**src/rtl/debounce_pkg.sv**
```systemverilog
// debounce_pkg
// Shared definitions for the pushbutton debouncer: the FSM state encoding
// and the parameter range limits checked when the debouncer is elaborated.
package debounce_pkg;

   // Four-state qualifier: two stable states and two "qualifying" states
   // in which a candidate level change is being counted.
   typedef enum logic [1:0] {
      S_LOW  = 2'd0,
      S_RISE = 2'd1,
      S_HIGH = 2'd2,
      S_FALL = 2'd3
   } debounce_state_t;

   // A single-sample debounce window cannot distinguish bounce from a change.
   localparam int unsigned MIN_DEBOUNCE_CYCLES = 2;

   // The long-press window must extend beyond the debounce window, otherwise
   // a long press could be declared before the press itself was accepted.
   function automatic bit debounce_params_ok(input int unsigned db_cycles,
                                             input int unsigned lp_cycles);
      return (db_cycles >= MIN_DEBOUNCE_CYCLES) && (lp_cycles > db_cycles);
   endfunction

endpackage

```
**src/rtl/button_debouncer.sv**
```systemverilog
// button_debouncer
// Turns one already-synchronized button level into a clean debounced level
// plus single-cycle press, release and long-press pulses.
//
// Ports:
//   clk              - system clock, rising edge
//   reset            - synchronous active-high reset
//   sync_in          - synchronized raw button level (1 = pressed)
//   level            - debounced level (registered)
//   press_pulse      - one cycle on an accepted 0->1 change
//   release_pulse    - one cycle on an accepted 1->0 change
//   long_press_pulse - one cycle when a press has been held LONG_PRESS_CYCLES
module button_debouncer
   import debounce_pkg::*;
#(
   parameter int unsigned DEBOUNCE_CYCLES   = 50000,
   parameter int unsigned LONG_PRESS_CYCLES = 50000000
) (
   input  logic clk,
   input  logic reset,
   input  logic sync_in,
   output logic level,
   output logic press_pulse,
   output logic release_pulse,
   output logic long_press_pulse
);

   localparam int unsigned DW = $clog2(DEBOUNCE_CYCLES + 1);
   localparam int unsigned HW = $clog2(LONG_PRESS_CYCLES + 1);

   localparam logic [DW-1:0] DB_LAST   = DW'(DEBOUNCE_CYCLES - 1);
   localparam logic [HW-1:0] HOLD_MAX  = HW'(LONG_PRESS_CYCLES);
   localparam logic [HW-1:0] HOLD_LAST = HW'(LONG_PRESS_CYCLES - 1);

   // Reject illegal parameter combinations at elaboration.
   if (!debounce_params_ok(DEBOUNCE_CYCLES, LONG_PRESS_CYCLES)) begin : g_param_check
      $error("button_debouncer: need DEBOUNCE_CYCLES >= 2 and LONG_PRESS_CYCLES > DEBOUNCE_CYCLES");
   end

   debounce_state_t state_q, state_d;
   logic [DW-1:0]   db_cnt_q, db_cnt_d;
   logic [HW-1:0]   hold_cnt_q, hold_cnt_d;
   logic            level_q, level_d;
   logic            press_q, press_d;
   logic            release_q, release_d;
   logic            long_q, long_d;
   logic            hold_run;

   // State register; every output is a flop so nothing combinational
   // reaches the downstream control FSMs.
   always_ff @(posedge clk) begin
      if (reset) begin
         state_q    <= S_LOW;
         db_cnt_q   <= '0;
         hold_cnt_q <= '0;
         level_q    <= 1'b0;
         press_q    <= 1'b0;
         release_q  <= 1'b0;
         long_q     <= 1'b0;
      end else begin
         state_q    <= state_d;
         db_cnt_q   <= db_cnt_d;
         hold_cnt_q <= hold_cnt_d;
         level_q    <= level_d;
         press_q    <= press_d;
         release_q  <= release_d;
         long_q     <= long_d;
      end
   end

   // Next-state logic. The qualifying states count consecutive samples of
   // the candidate level; db_cnt starts at 1 because the sample that left
   // the stable state already counts. hold_run marks the cycles in which the
   // press is still considered held, including a bounce in S_FALL, but not
   // the edge on which the release is accepted: that way a release landing
   // on the long-press edge suppresses the long-press pulse.
   always_comb begin
      state_d    = state_q;
      db_cnt_d   = db_cnt_q;
      hold_cnt_d = hold_cnt_q;
      level_d    = level_q;
      press_d    = 1'b0;
      release_d  = 1'b0;
      long_d     = 1'b0;
      hold_run   = 1'b0;

      case (state_q)
         S_LOW: begin
            if (sync_in) begin
               state_d  = S_RISE;
               db_cnt_d = DW'(1);
            end
         end
         S_RISE: begin
            if (!sync_in) begin
               state_d  = S_LOW;
               db_cnt_d = '0;
            end else if (db_cnt_q == DB_LAST) begin
               state_d    = S_HIGH;
               db_cnt_d   = '0;
               level_d    = 1'b1;
               press_d    = 1'b1;
               hold_cnt_d = '0;
            end else begin
               db_cnt_d = db_cnt_q + DW'(1);
            end
         end
         S_HIGH: begin
            hold_run = 1'b1;
            if (!sync_in) begin
               state_d  = S_FALL;
               db_cnt_d = DW'(1);
            end
         end
         S_FALL: begin
            if (sync_in) begin
               state_d  = S_HIGH;
               db_cnt_d = '0;
               hold_run = 1'b1;
            end else if (db_cnt_q == DB_LAST) begin
               state_d   = S_LOW;
               db_cnt_d  = '0;
               level_d   = 1'b0;
               release_d = 1'b1;
            end else begin
               db_cnt_d = db_cnt_q + DW'(1);
               hold_run = 1'b1;
            end
         end
         default: begin
            state_d  = S_LOW;
            db_cnt_d = '0;
            level_d  = 1'b0;
         end
      endcase

      // Saturating hold counter: the pulse fires only on the one edge where
      // it reaches the limit, so at most once per press.
      if (hold_run && (hold_cnt_q < HOLD_MAX)) begin
         hold_cnt_d = hold_cnt_q + HW'(1);
         if (hold_cnt_q == HOLD_LAST) begin
            long_d = 1'b1;
         end
      end
   end

   assign level            = level_q;
   assign press_pulse      = press_q;
   assign release_pulse    = release_q;
   assign long_press_pulse = long_q;

endmodule
```
**config.mk**
```make
export PLATFORM = sky130hd
export DESIGN_NAME = button_debouncer
export DESIGN_NICKNAME = d
export VERILOG_FILES = /design/src/rtl/debounce_pkg.sv /design/src/rtl/button_debouncer.sv
export SDC_FILE = /design/constraint.sdc
export NUM_CORES = 1
export LEC_CHECK = 0
export CORE_MARGIN = 10
export CORE_UTILIZATION = 54
export CTS_CLUSTER_DIAMETER = 30
export DETAILED_ROUTE_END_ITERATION = 10
export HOLD_SLACK_MARGIN = 0.05
export PLACE_DENSITY = 0.71
export SLEW_MARGIN = 20
export SYNTH_ARGS = -nofsm -noshare
export SYNTH_HDL_FRONTEND = slang
export SYNTH_SLANG_ARGS = --single-unit
```
**constraint.sdc**
```tcl
create_clock -name clk -period 6.88 [get_ports clk]
set_input_delay 1.376 -clock clk [delete_from_list [all_inputs] [get_ports clk]]
set_output_delay 1.376 -clock clk [all_outputs]
set_load 0.01 [all_outputs]
```
# [After elaboration in Yosys (flattened, before gate mapping)]
# Cells that the tools add are included.
[classes] add_sub_neg=2 magnitude_cmp=1 eq_ne=13 mux=27 bitwise=4 reduce_logical=13
[ops] cell="26-bit two-way mux" count=4
[ops] cell="16-bit two-way mux" count=5
[ops] cell="16-bit one-hot mux with 4 select lines" count=1
[ops] cell="26-bit by 1-bit adder with 26-bit output (second input constant)" count=1
[ops] cell="26-bit equality test (second input constant)" count=1
[ops] cell="26-bit < comparator (second input constant)" count=1
[ops] cell="16-bit by 1-bit adder with 16-bit output (second input constant)" count=1
[ops] cell="16-bit equality test (second input constant)" count=1
[ops] cell="2-bit two-way mux" count=6
[ops] cell="2-bit != test (second input constant)" count=6
[ops] cell="1-bit two-way mux" count=8
[ops] cell="2-bit one-hot mux with 4 select lines" count=1
[ops] cell="2-bit nonzero test" count=4
[ops] cell="3-bit != test (second input constant)" count=2
[ops] cell="3-bit OR reduction" count=2
[ops] cell="5-bit AND reduction" count=1
[ops] cell="2-bit equality test (second input constant)" count=2
[ops] cell="1-bit inverter" count=4
[ops] cell="1-bit one-hot mux with 2 select lines" count=2
[ops] cell="4-bit AND reduction" count=1
[ops] cell="3-bit AND reduction" count=1
[ops] cell="2-bit by 1-bit equality test with 1-bit output (second input constant)" count=1
[ops] cell="2-bit zero test" count=1
[ops] cell="2-bit AND reduction" count=1
[ops] cell="2 further kinds" count=2
[totals] regBits=48 inputBits=3 output_inout_bits=4 wordCells=67

# [Depth between registers and ports, before layout]
[depth] ltp_word=7 mapped_depth=7 mapped_depth_nobuf=6

# [Worst setup path after synthesis]
# OpenSTA, ideal clock, no wires.
[synth_timing] path_type="input to register" start="in sync_in" end="reg db_cnt_q[7]" setup_ns=0.091 arrival_ns=2.501 required_ns=6.789 setup_slack_ns=4.288 path_stages=7 path_cell_list="xor2_1 nand2_1 clkbuf_1 nor2_2 buf_2 o21ai_0 a311oi_1"
[synth_between] elab_chain_len=2 elab_cells_between_ends=6 cone_classes="eq/ne: 2; mux: 3; reduce/logical: 1"
[synth_rtl] item="start, declared" line_no="button_debouncer.sv:21" text="input logic sync_in,"
[synth_rtl] item="16-bit two-way mux (tied with other cells)" line_no="button_debouncer.sv:116" text="if (sync_in) begin"
[synth_rtl] item="16-bit one-hot mux with 4 select lines or 2-bit AND reduction (tied branches)"
[synth_rtl] item="end signal, assigned" line_no="button_debouncer.sv:62" text="db_cnt_q <= db_cnt_d;"
[synth_rtl] item="end, declared" line_no="button_debouncer.sv:41" text="logic [DW-1:0] db_cnt_q, db_cnt_d;"
# Parallel ways exist; a longest one is shown, timed or not.
# A chain may end at the register's enable or synchronous reset.

==> flow_metrics.tcl <==
set metrics [dict create \
    grt_remaining_overflow 0 \
    pin_count 7 \
    io_buffers 6 \
    rows 25 \
    dieArea_um2 8330 \
    synth_cell_type_count 56 \
    viasPerCell 6.66 \
    fin_crit_ps 3710 \
    p_sw_mw 0.114 \
    p_clk_share_pct 42.2 \
    finalCritPeriodShare_pct 53.9 \
    fin_util_pct 60.7 \
    yosysWarnings 0 \
    irDropWorstVdd_mv 0.104 \
    wl_per_cell_um 16.9 \
    gp_congestion 0.863 \
    final_common_cell "dfxtp_1" \
    drcViolationCount 0 \
    synth_edf_count 0 \
    synth_ff_type "dfxtp_1" \
    power.internal_mw 0.414 \
    initialDrtViolationCount 274 \
    nets 334 \
    critical_path.startpoint "reset" \
    rsz0062_at_grt "false" \
    crit_path_start_kind "input pin" \
    fillers 470 \
    maxCapViolCount 0 \
    clk_pin_slew_ps 80 \
    grt_max_degree 28 \
    crit_slowest_cell "a21oi_1" \
    ys_seq_area_share_pct 35.1 \
    regToRegStartpoint "db_cnt_q[5]" \
    p_leak_nw 0.922 \
    grt_first_pass_wirelength_um 11100 \
    power_density_nw_per_um2 181 \
    fmax_ghz 0.270 \
    synthArstFlopShare_pct 0 \
    cts.repair.resized 0 \
    clock_skew_ps 5.72 \
    syn_nets 339 \
    vias 2645 \
    ant_nets 0 \
    finalSetupViolCount 0 \
    syn-instance-count 334 \
    clock-root-buffer "clkbuf_8" \
    avgSynthCellArea_um2 8.21 \
    numCtsBuffers 5 \
    clkSinkCount 48 \
    syn_to_final_growth_pct 6.71 \
    status "completed" \
    h-tree-depth 2 \
    cpPeakStageDelay_ps 970 \
    end_kind "register" \
    grt_pass1_vias 2290 \
    drive_gt1_share_pct 6.06 \
    diodes 0 \
    tightest_slew_ps 1010 \
    core_um2 4820 \
    cts_hold_buf 0 \
    crit_chain "clkdlybuf4s50_1 > a21oi_1 > nand2_1 > o221ai_1" \
    setup_tns_ps 0 \
    antenna_found_initial 0 \
    final_max_slew_viol_count 0 \
    reg2reg_slack_ps 4090 \
    netlist_area_um2 2740 \
    cp.required_ps 7100 \
    worstPathArrival_ps 3920 \
    crit_fanout 27 \
    min_from "hold_cnt_q[20]" \
    start_util_pct 56.9 \
    ys_seq_elements 48 \
    tritoncts "built" \
    maxSlewHeadroom_pct 32.7 \
    p_comb_share_pct 4.4 \
    place_hpwl_um 4610 \
    critPathKind "in2reg" \
    hold_path_class "reg2reg" \
    drt-total-wl_um 6710 \
    clock_latency_ps 300 \
    dieWidth_um 91.3 \
    layout_common_cells "48 x dfxtp_1, 28 x nand2_1, 20 x nand3_1" \
    fp.dieH_um 91.3 \
    clockBufferDepth 2 \
    hold_viol 0 \
    gr-usage-all-layers_pct 15.7 \
    dr.pass1.iters 5 \
    switching_share_pct 21.6 \
    cts_setup_buffers 0 \
    power.share.sequential_pct 53.4 \
]
power by group through the flow:
stage / clock network [mW] / registers, mW / logic, mW
6_report: 0.223 / 0.282 / 0.0230
5_1_grt: 0.240 / 0.283 / 0.0253
4_1_cts: 0.229 / 0.282 / 0.0229
3_5_place_dp: 0 / 0.289 / 0.0227
3_3_place_gp: 0 / 0.289 / 0.0222
2_1_floorplan: 0 / 0.288 / 0.0182
final cells by class:
class | count | area, um^2 | share of cell area (%)
Multi-Input combinational cell | 251 | 1630 | 55.6
Sequential cell | 48 | 961 | 32.8
Clock buffer | 7 | 96.3 | 3.29
Tap cell | 67 | 83.8 | 2.87
Timing Repair Buffer | 7 | 67.6 | 2.31
Inverter | 16 | 60.1 | 2.05
Clock inverter | 1 | 30.0 | 1.03
cell families (layout without fill, tap and decap cells):
kind of cell / after synthesis / count (layout) / synth area share [%]
adders and majority gates: 2 / 2 / 0.913
buffers and inverters: 35 / 31 / 5.61
xor gates and xnor gates: 3 / 3 / 0.959
DFF: 48 / 48 / 35.1
muxes: 2 / 2 / 0.776
AOI/OAI and AO/OA: 92 / 92 / 24.6
and+or+nand+nor: 152 / 152 / 32.0
critical path, delay by kind of cell:
kind / cells / cell delay (ps)
buffers and inverters: 1 / 920
AOI/OAI and AO/OA: 2 / 1210
and+or+nand+nor: 1 / 400
synthesized netlist by cell type (7+ instances only):
cell / count / area, um^2
a21oi_1: 16 / 80.1
a221o_1: 8 / 80.1
a311oi_1: 8 / 70.1
and3_1: 9 / 56.3
and4_1: 10 / 87.6
clkbuf_1: 11 / 41.3
dfxtp_1: 48 / 961
inv_1: 16 / 60.1
nand2_1: 28 / 105
nand3_1: 20 / 100
nand4_1: 10 / 62.6
nor2_1: 19 / 71.3
nor3_1: 17 / 85.1
nor4_1: 7 / 43.8
o21ai_0: 16 / 80.1
o221ai_1: 7 / 61.3
per-layer routing:
layer,track usage (%),share of wire [%],vias up
li1,-,-,1295
met4,3.92,0.94,0
met2,22.6,42,101
met1,22.9,50,1244
met5,0,0,-
met3,3.46,7.2,5
stage by stage:
step | cell area (um^2) | setup WS [ps] | hold WS [ps] | instances | total power [mW]
3_5_place_dp | 2800 | 2910 | 474 | 389 | 0.311
5_1_grt | 2930 | 2960 | 540 | 397 | 0.548
2_1_floorplan | 2740 | 4290 | 441 | 334 | 0.306
4_1_cts | 2930 | 3210 | 499 | 397 | 0.534
6_report | 2930 | 3170 | 500 | 397 | 0.528
3_3_place_gp | 2800 | 3050 | 481 | 389 | 0.311
state kept, by name, summed over array words and instances, names as in the netlist, named ones only:
name              count
hold_cnt_q           26
db_cnt_q             16
level                 1
long_press_pulse      1
press_pulse           1
release_pulse         1
state_q               1
final timing paths:
path,end,cells past startpoint
worst min-delay path,hold_cnt_q[20],1
worst min register to register,hold_cnt_q[20],1
worst max-delay path,hold_cnt_q[18],4
worst max register to register,hold_cnt_q[23],5
Power figures use the tool's default switching activity.
